### config.mk
export PLATFORM = sky130hd
export DESIGN_NAME = fetch_unit
export DESIGN_NICKNAME = d
export VERILOG_FILES = /design/src/rtl/fetch_pkg.sv /design/src/rtl/fetch_buf.sv /design/src/rtl/fetch_unit.sv
export SDC_FILE = /design/constraint.sdc
export NUM_CORES = 1
export LEC_CHECK = 0
export BUFFER_PORTS_ARGS = -buffer_cell sky130_fd_sc_hd__buf_2
export CAP_MARGIN = 40
export CORE_ASPECT_RATIO = 2
export CORE_MARGIN = 2
export CORE_UTILIZATION = 44
export DETAILED_ROUTE_END_ITERATION = 10
export PLACE_DENSITY_LB_ADDON = 0.12
export RECOVER_POWER = 25
export SYNTH_ARGS = -nofsm -noshare
export SYNTH_HDL_FRONTEND = slang
export SYNTH_SLANG_ARGS = --single-unit
### constraint.sdc
create_clock -name clk -period 5.1 [get_ports clk]
set_input_delay 0 -clock clk [delete_from_list [all_inputs] [get_ports clk]]
set_output_delay 0 -clock clk [all_outputs]
set_load 0.02 [all_outputs]
### src/rtl/fetch_pkg.sv
// Shared types and constants for the instruction fetch stage.
package fetch_pkg;

  localparam logic [31:0] NOP_INSTR              = 32'h0000_0013;
  localparam logic [3:0]  EXC_INSTR_MISALIGNED   = 4'd0;
  localparam logic [3:0]  EXC_INSTR_ACCESS_FAULT = 4'd1;

  // pc + instr + exc_en + exc_code + exc_val
  localparam int unsigned FETCH_ENTRY_W = 64 + 32 + 1 + 4 + 64;

  typedef enum logic [0:0] {
    StRun     = 1'b0,
    StExcHold = 1'b1
  } fetch_state_e;

  typedef struct packed {
    logic [63:0] pc;
    logic [31:0] instr;
    logic        exc_en;
    logic [3:0]  exc_code;
    logic [63:0] exc_val;
  } fetch_entry_t;

  // Head contents presented while the buffer has never been written.
  function automatic fetch_entry_t reset_entry();
    fetch_entry_t e;
    e.pc       = 64'h0;
    e.instr    = NOP_INSTR;
    e.exc_en   = 1'b0;
    e.exc_code = 4'h0;
    e.exc_val  = 64'h0;
    return e;
  endfunction

endpackage

### src/rtl/fetch_buf.sv
// Two-entry fetch FIFO. The head register drives the stage outputs directly
// and keeps its last value when the FIFO drains or is flushed.
module fetch_buf
  import fetch_pkg::*;
(
  input  logic                     clk,
  input  logic                     rst,
  input  logic                     flush,
  input  logic                     push,
  input  logic [FETCH_ENTRY_W-1:0] push_data,
  input  logic                     pop,
  output logic                     full,
  output logic                     empty,
  output logic [FETCH_ENTRY_W-1:0] head
);

  logic [FETCH_ENTRY_W-1:0] head_q, head_d;
  logic [FETCH_ENTRY_W-1:0] tail_q, tail_d;
  logic [1:0]               count_q, count_d;
  logic                     pop_ok;

  assign pop_ok = pop && (count_q != 2'd0);
  assign full   = (count_q == 2'd2);
  assign empty  = (count_q == 2'd0);
  assign head   = head_q;

  // Next-state for head/tail data and occupancy; flush wins over push/pop.
  always_comb begin
    head_d  = head_q;
    tail_d  = tail_q;
    count_d = count_q;
    if (flush) begin
      count_d = 2'd0;
    end else begin
      case ({push, pop_ok})
        2'b10: begin
          if (count_q == 2'd0) begin
            head_d  = push_data;
            count_d = 2'd1;
          end else if (count_q == 2'd1) begin
            tail_d  = push_data;
            count_d = 2'd2;
          end
        end
        2'b01: begin
          if (count_q == 2'd2) head_d = tail_q;
          count_d = count_q - 2'd1;
        end
        2'b11: begin
          if (count_q == 2'd2) begin
            head_d = tail_q;
            tail_d = push_data;
          end else begin
            head_d = push_data;
          end
        end
        default: ;
      endcase
    end
  end

  // FIFO state registers.
  always_ff @(posedge clk) begin
    if (rst) begin
      head_q  <= reset_entry();
      tail_q  <= '0;
      count_q <= 2'd0;
    end else begin
      head_q  <= head_d;
      tail_q  <= tail_d;
      count_q <= count_d;
    end
  end

endmodule

### src/rtl/fetch_unit.sv
// RV64 instruction fetch stage: PC register, RUN/EXC_HOLD control and
// entry formation from a zero-wait instruction memory.
module fetch_unit
  import fetch_pkg::*;
#(
  parameter logic [63:0] RESET_PC = 64'h0
) (
  input  logic        clk,
  input  logic        rst,
  output logic [63:0] imem_addr,
  input  logic [31:0] imem_instr,
  input  logic        imem_exc_en,
  input  logic [3:0]  imem_exc_code,
  input  logic [63:0] imem_exc_val,
  input  logic        redirect_en,
  input  logic [63:0] redirect_pc,
  output logic        out_valid,
  input  logic        out_ready,
  output logic [63:0] out_pc,
  output logic [31:0] out_instr,
  output logic        out_exc_en,
  output logic [3:0]  out_exc_code,
  output logic [63:0] out_exc_val
);

  fetch_state_e             state_q, state_d;
  logic [63:0]              pc_q, pc_d;
  fetch_entry_t             push_entry;
  fetch_entry_t             head_entry;
  logic [FETCH_ENTRY_W-1:0] head_raw;
  logic                     buf_full, buf_empty;
  logic                     pop, fetch_fire;

  assign imem_addr  = pc_q;
  assign out_valid  = !buf_empty;
  assign pop        = out_valid && out_ready;
  // A pop frees a slot in the same cycle, so a full buffer still streams.
  assign fetch_fire = (state_q == StRun) && !redirect_en && (!buf_full || pop);

  // Entry formation: misalignment masks the memory response entirely.
  always_comb begin
    push_entry.pc       = pc_q;
    push_entry.instr    = imem_instr;
    push_entry.exc_en   = 1'b0;
    push_entry.exc_code = 4'h0;
    push_entry.exc_val  = 64'h0;
    if (pc_q[1:0] != 2'b00) begin
      push_entry.instr    = NOP_INSTR;
      push_entry.exc_en   = 1'b1;
      push_entry.exc_code = EXC_INSTR_MISALIGNED;
      push_entry.exc_val  = pc_q;
    end else if (imem_exc_en) begin
      push_entry.instr    = NOP_INSTR;
      push_entry.exc_en   = 1'b1;
      push_entry.exc_code = imem_exc_code;
      push_entry.exc_val  = imem_exc_val;
    end
  end

  // PC and state next-state: redirect first, then advance or hold on exception.
  always_comb begin
    pc_d    = pc_q;
    state_d = state_q;
    if (redirect_en) begin
      pc_d    = redirect_pc;
      state_d = StRun;
    end else if (fetch_fire) begin
      if (push_entry.exc_en) begin
        state_d = StExcHold;
      end else begin
        pc_d = pc_q + 64'd4;
      end
    end
  end

  // PC and FSM registers.
  always_ff @(posedge clk) begin
    if (rst) begin
      pc_q    <= RESET_PC;
      state_q <= StRun;
    end else begin
      pc_q    <= pc_d;
      state_q <= state_d;
    end
  end

  fetch_buf u_fetch_buf (
    .clk       (clk),
    .rst       (rst),
    .flush     (redirect_en),
    .push      (fetch_fire),
    .push_data (push_entry),
    .pop       (pop),
    .full      (buf_full),
    .empty     (buf_empty),
    .head      (head_raw)
  );

  assign head_entry   = fetch_entry_t'(head_raw);
  assign out_pc       = head_entry.pc;
  assign out_instr    = head_entry.instr;
  assign out_exc_en   = head_entry.exc_en;
  assign out_exc_code = head_entry.exc_code;
  assign out_exc_val  = head_entry.exc_val;

endmodule
# ---- After elaboration in Yosys (flattened, before gate mapping)
# Cells that the tools add are included.
dict set report totals {
  ff_bits 397
  input_bits 169
  output_inout_bits 230
  elab_cells 58
}
dict set report op_classes {
  addsub 2
  eq_ne 12
  n_mux 16
  n_bitwise 2
  reduce_logical 21
}
# operator count
set ops {}
lappend ops {{2-to-1 mux 165 bit} 6}
lappend ops {{one-hot mux 165 bit (3 select lines)} 1}
lappend ops {{one-hot mux 165 bit (2 select lines)} 1}
lappend ops {{2-to-1 mux 101 bit} 2}
lappend ops {{2-to-1 mux 64 bit} 3}
lappend ops {{adder 64 x 3 -> 64 bit (second input constant)} 1}
lappend ops {{!= test 2 bit (second input constant)} 5}
lappend ops {{nonzero test 2 bit} 5}
lappend ops {{equality test 2 bit (second input constant)} 3}
lappend ops {{AND reduction 2 bit} 3}
lappend ops {{AND reduction 5 bit} 1}
lappend ops {{equality test 2 x 1 -> 1 bit (second input constant)} 2}
lappend ops {{logical AND 1 bit} 4}
lappend ops {{2-to-1 mux 2 bit} 2}
lappend ops {{one-hot mux 2 bit (2 select lines)} 1}
lappend ops {{AND reduction 4 bit} 1}
lappend ops {{zero test 1 bit} 3}
lappend ops {{!= test 3 x 2 -> 1 bit (second input constant)} 1}
lappend ops {{nonzero test 3 bit} 1}
lappend ops {{zero test 2 bit} 1}
lappend ops {{!= test 2 x 1 -> 1 bit (second input constant)} 1}
lappend ops {{inverter 1 bit} 2}
lappend ops {{OR reduction 2 bit} 1}
lappend ops {{subtractor 2 x 1 -> 2 bit (second input constant)} 1}
lappend ops {{logical OR 1 bit} 1}

# ---- Longest topological paths before layout
dict set report logic_depth {
  ltp_word 8
  mapped_depth 14
  mapped_depth_nobuf 11
}

# ---- By module
# Synthesis repeated with hierarchy kept, for this count alone.
dict set report hier_totals {
  cells_unflattened 2425
  hier_area_um2 18470.2
}
# module n_inst cells_per_inst area_each_um2 seq_area_each_um2
set by_module_without_submodules {}
lappend by_module_without_submodules {fetch_buf 1 1663 13110.1 6646.4}
lappend by_module_without_submodules {fetch_unit 1 762 5360.1 1301.2}

# ---- Worst setup path before layout
# No wires, ideal clock.
dict set report synth_timing {
  kind {reg-to-reg}
  from {register u_fetch_buf.count_q[0]}
  to {register u_fetch_buf.head_q[144] (netlist: u_fetch_buf.head[144])}
  setup_time_ns 0.078
  t_arrival_ns 2.854
  setup_slack_ns 2.168
  path_stages_with_launch 14
  n_path_buf 4
  period_less_slack_ns 2.932
  path_cell_list {dfxtp_1 inv_1 ha_1 nand2b_1 buf_2 a211oi_1 ha_1 nor2b_1 nand2b_1 clkbuf_1 clkbuf_1 clkbuf_1 a221oi_1 nor3_1}
}
dict set report synth_via {
  elab_chain_len 8
}
# item line_no
set synth_lines {}
lappend synth_lines {{from (decl)} fetch_buf.sv:19} ;# logic [1:0] count_q, count_d;
lappend synth_lines {{from (signal assigned)} fetch_buf.sv:71} ;# count_q <= count_d;
lappend synth_lines {{zero test 2 bit} {fetch_buf.sv:24, fetch_buf.sv:37}}
lappend synth_lines {{zero test 1 bit} fetch_unit.sv:35} ;# assign out_valid = !buf_empty;
lappend synth_lines {{logical AND 1 bit} fetch_unit.sv:36} ;# assign pop = out_valid && out_ready;
lappend synth_lines {{logical OR 1 bit} fetch_unit.sv:38} ;# assign fetch_fire = (state_q == StRun) && !redirect_en && (!buf_full || pop);
lappend synth_lines {{logical AND 1 bit} fetch_unit.sv:38}
lappend synth_lines {{equality test 2 bit or equality test 2 x 1 -> 1 bit (tied branches)} fetch_buf.sv:35} ;# case ({push, pop_ok})
lappend synth_lines {{!= test 2 bit (no line) or nonzero test 3 bit (tied branches)} n/a}
lappend synth_lines {{AND reduction 4 bit (no line)} n/a}
lappend synth_lines {{to (signal assigned)} fetch_buf.sv:65} ;# head_q <= reset_entry();
lappend synth_lines {{to (decl)} fetch_buf.sv:17} ;# logic [FETCH_ENTRY_W-1:0] head_q, head_d;
# Several ways; a longest one is shown, not always the timed one.
# A chain may end at the register's enable or synchronous reset.

# ---- Worst setup path after layout
dict set report layout_timing {
  from {register u_fetch_buf.count_q[0]}
  to {register u_fetch_buf.tail_q[74]}
}
dict set report layout_via {
  elab_chain_len 8
}
# item line_no
set layout_lines {}
lappend layout_lines {{zero test 2 bit} {fetch_buf.sv:24, fetch_buf.sv:37}}
lappend layout_lines {{zero test 1 bit} fetch_unit.sv:35}
lappend layout_lines {{logical AND 1 bit} fetch_unit.sv:36}
lappend layout_lines {{logical OR 1 bit} fetch_unit.sv:38}
lappend layout_lines {{logical AND 1 bit} fetch_unit.sv:38}
lappend layout_lines {{equality test 2 bit} fetch_buf.sv:35}
lappend layout_lines {{!= test 2 x 1 -> 1 bit (no line), or another cell as far along} n/a}
lappend layout_lines {{AND reduction 5 bit (no line)} n/a}
lappend layout_lines {{to (signal assigned)} fetch_buf.sv:70} ;# tail_q <= tail_d;
lappend layout_lines {{to (decl)} fetch_buf.sv:18} ;# logic [FETCH_ENTRY_W-1:0] tail_q, tail_d;
# Several ways; a longest one is shown, not always the timed one.

==> results summary <==
The maximum fanout count along the critical path came out at 143. The synthesis-to-finish area growth came out at 24.15%. Headroom to the max-slew limit came out at between 30% and 40%. The number of clock buffers added by TritonCTS is 37. The number of flops mapped to enable cells by yosys came out at 0. The number of fillers in the final layout came out at 3861. The first-pass GRT wire length is 100.8 mm. Clock latency on the worst-skew pair, taken at its later pin, is between 500 and 600 ps. For this design, the CTS-stage hold fixing added roughly 170 buffers.

The worst clock skew came out at 18.71 ps. Static timing analysis puts the maximum clock frequency at between 0.2 and 0.25 GHz. Setup repair after global routing left no endpoint under its margin.

For the pin with the worst max-slew slack, the measured transition is about 1000 ps. The worst setup path is captured at a flop. The H-tree generated during clock tree synthesis spans 2 levels. The final instance area is around 22000 um^2. The overall routing resource usage is slightly below 30%. The predominant post-synthesis flop cell is dfxtp_1. The number of warnings printed during yosys synthesis came out at 0. No sink is reached through more buffers than the 3 on the longest clock path. The number of detailed-route iterations in the first pass is 5. After synthesis, the netlist uses 60 different library cells. The setup path with the least slack is of type reg2reg. The quantity of gates resized following cts is 0. Across the VDD grid, the largest voltage drop is around 250 uV. The CTS tree is built. The number of placement rows came out at ~100. The data arrival time at the worst-slack endpoint came out at 4910 ps.

The number of max-capacitance violations reported is 0. The boundary pin count is around 400. STA classifies the critical path startpoint as a flop.

Entering global routing, the biggest net connects around 180 pins. The fraction of registers with async set/reset came out at 0%. The detailed router's first-iteration violation count is 1159. The die covers ~43000 um^2. The initial antenna violation count is 2. The height of the die came out at slightly below 300 um. The register area is about 7900 um^2.

Summing all multi-input logic gate instances after layout gives 8567 um^2. Once placement finished, the instance area stood at a little under 20000 um^2. The number of max-slew violations in the final report was 0. The leakage power is a little over 0.008 uW.

The initial standard-cell utilization of the core came out at about 45%. The number of design rule violations left after detail routing came out at 0. The register clock-pin slew on the reported worst setup and hold paths is about 70 ps. Detailed routing inserted a total of 18510 vias. For this run, the register share of the synthesized area comes to between 40% and 50%. The root buffer cell chosen for the clock tree is clkbuf_16.

The area of the core region came out at ~40000 um^2. The reg-to-reg setup timing slack is 610 ps. The ratio of total power to cell area came out at ~350 nW/um^2. The class of the most critical hold timing path is in2reg. In this run the remaining antenna-violating nets after routing total 0.

STA puts the critical path data required time at around 5500 ps. The total of buffers placed on input and output ports came out at ~400. The total detailed-routing wirelength is about 64 mm. Dividing the detail-routed via count by the number of cells gives between 5 and 6. The via count of the first global-routing pass was between 15000 and 20000. The hold violation count in the final report is 0. Dividing the detail-routed wire length by the instance count gives between 20 and 25 um. Summed over all layers, the global routing overflow is 0. The setup-violating endpoint count in the final report came out at 0.

When the netlist entered floorplanning its net count stood at roughly 2400. The flow ran to the end, and the final reports show no timing, DRC or antenna violations. After synthesis the cells add up to approximately 18000 um^2. The post-route minimum period is 4488 ps. The total half-perimeter wirelength after legalization and detailed placement came out at ~41 mm. The synthesized area divided by synthesized cell count is 7.965 um^2. Synthesis produced a netlist whose cell count is 2258. The total negative slack is 0 ps.

In this run, synthesis produced a sequential element count of between 300 and 400. The clock net in this run drives a total of 397 sinks. For this run, the post-layout net count is 2772.

The worst path uses 88.01% of the clock period. The weighted congestion at the end of routability-driven global placement is ~0.83. The die is ~150 um wide. In the final layout, the share of cells above drive strength 1 is between 10% and 20%. After clock tree synthesis, the setup repair step added 0 buffers.
==> placed cells by master (no fill, tap or decap), types with 7 or more instances in the layout <==
cell and n:
nand2_1 259, dfxtp_1 397, o31ai_1 11, or4_1 20, xnor2_1 11, a311oi_1 88
a21oi_1 172, a221oi_1 98, or3_1 19, ha_1 7, clkbuf_8 7, a2111oi_0 8
nor2_1 302, nor3_1 177, nand3_1 109, nor4_1 16, and4_1 7, dlygate4sd3_1 172
clkbuf_16 37, clkbuf_1 168, nand4_1 32, buf_2 241, a211oi_1 86, o211ai_1 8
buf_4 22, inv_1 24, and3_1 10, o21ai_0 16, xor2_1 7
==> cell usage after synthesis (32+ instances only) <==
cell type / count / area, um^2
nor2_1: 306 / 1149
buf_4: 67 / 503.0
clkbuf_1: 196 / 735.7
a21oi_1: 172 / 860.8
dfxtp_1: 397 / 7948
a211oi_1: 86 / 645.6
a221oi_1: 98 / 858.3
nand4_1: 32 / 200.2
nand3_1: 109 / 545.5
nand2_1: 259 / 972.2
nor3_1: 177 / 885.9
a311oi_1: 88 / 770.7
==> layer usage <==
| layer | track usage [%] | part of all wire, % |
|---|---|---|
| met1 | 35.50 | 40 |
| met2 | 50.81 | 50 |
| met3 | 3.632 | 5.6 |
| met4 | 12.69 | 4.2 |
| met5 | 0 | 0 |
==> registers in the layout, summed over array words and instances (netlist names) <==
| signal | count |
|---|---|
| u_fetch_buf.head | 165 |
| imem_addr | 64 |
| u_fetch_buf.tail_q | 165 |
| u_fetch_buf.count_q | 2 |
| state_q | 1 |
==> kinds of logic (layout without fill, tap and decap cells) <==
logic type	count (synthesis)	count (layout)	share of synthesized area, %
other cells	0	4	0
xor+xnor	18	18	0.8766
compound gates	517	517	20.59
mux	2	2	0.1113
buf+inv	327	686	8.522
fa+ha+maj	7	7	0.4870
simple gates	990	990	25.22
flops	397	397	44.19
==> worst max-delay path, stage by stage, from the launching register on <==
cell           delay [ps]
dfxtp_1               380
inv_1                  80
ha_1                  270
nand2b_1              370
a211oi_1              580
ha_1                  330
nor2b_1               340
nor2_1                140
o211a_4               280
buf_16                260
buf_12                250
nand3_1               210
a21oi_1                80
dlygate4sd3_1         590
==> final timing paths <==
check,startpoint,end,cells after the start
hold / removal,imem_exc_en,u_fetch_buf.head[68],4
setup / recovery,u_fetch_buf.count_q[0],u_fetch_buf.tail_q[74],13
hold reg to reg,u_fetch_buf.tail_q[92],u_fetch_buf.tail_q[92],2
setup reg to reg,u_fetch_buf.count_q[0],u_fetch_buf.tail_q[74],13
==> where the power goes <==
group | leakage [uW] | internal [uW] | switching, uW
combinational | 0.00425 | 545 | 992
clock | 0.000557 | 1540 | 1210
sequential | 0.00326 | 3350 | 229
==> final cells by class <==
cell class / instances / area share [%]
Antenna cell: 4 / 0.04483
Multi-Input combinational cell: 1534 / 38.37
Clock inverter: 4 / 0.3306
Clock buffer: 56 / 4.780
Tap cell: 530 / 2.970
Sequential cell: 397 / 35.60
Inverter: 25 / 0.4259
Timing Repair Buffer: 601 / 17.48
==> per-stage QoR <==
stage	power [uW]	cells	worst slack [ps]	hold WS [ps]	util (%)
2_1_floorplan	4593	2258	2168	147.2	-
5_1_grt	8192	3149	425.6	71.54	55.34
3_5_place_dp	5105	2915	1005	265.1	48.71
3_3_place_gp	5062	2909	982.7	264.1	48.34
6_report	7863	3151	611.7	30.86	55.35
4_1_cts	7944	3147	756.4	13.67	55.81
Power figures use the tool's default switching activity.
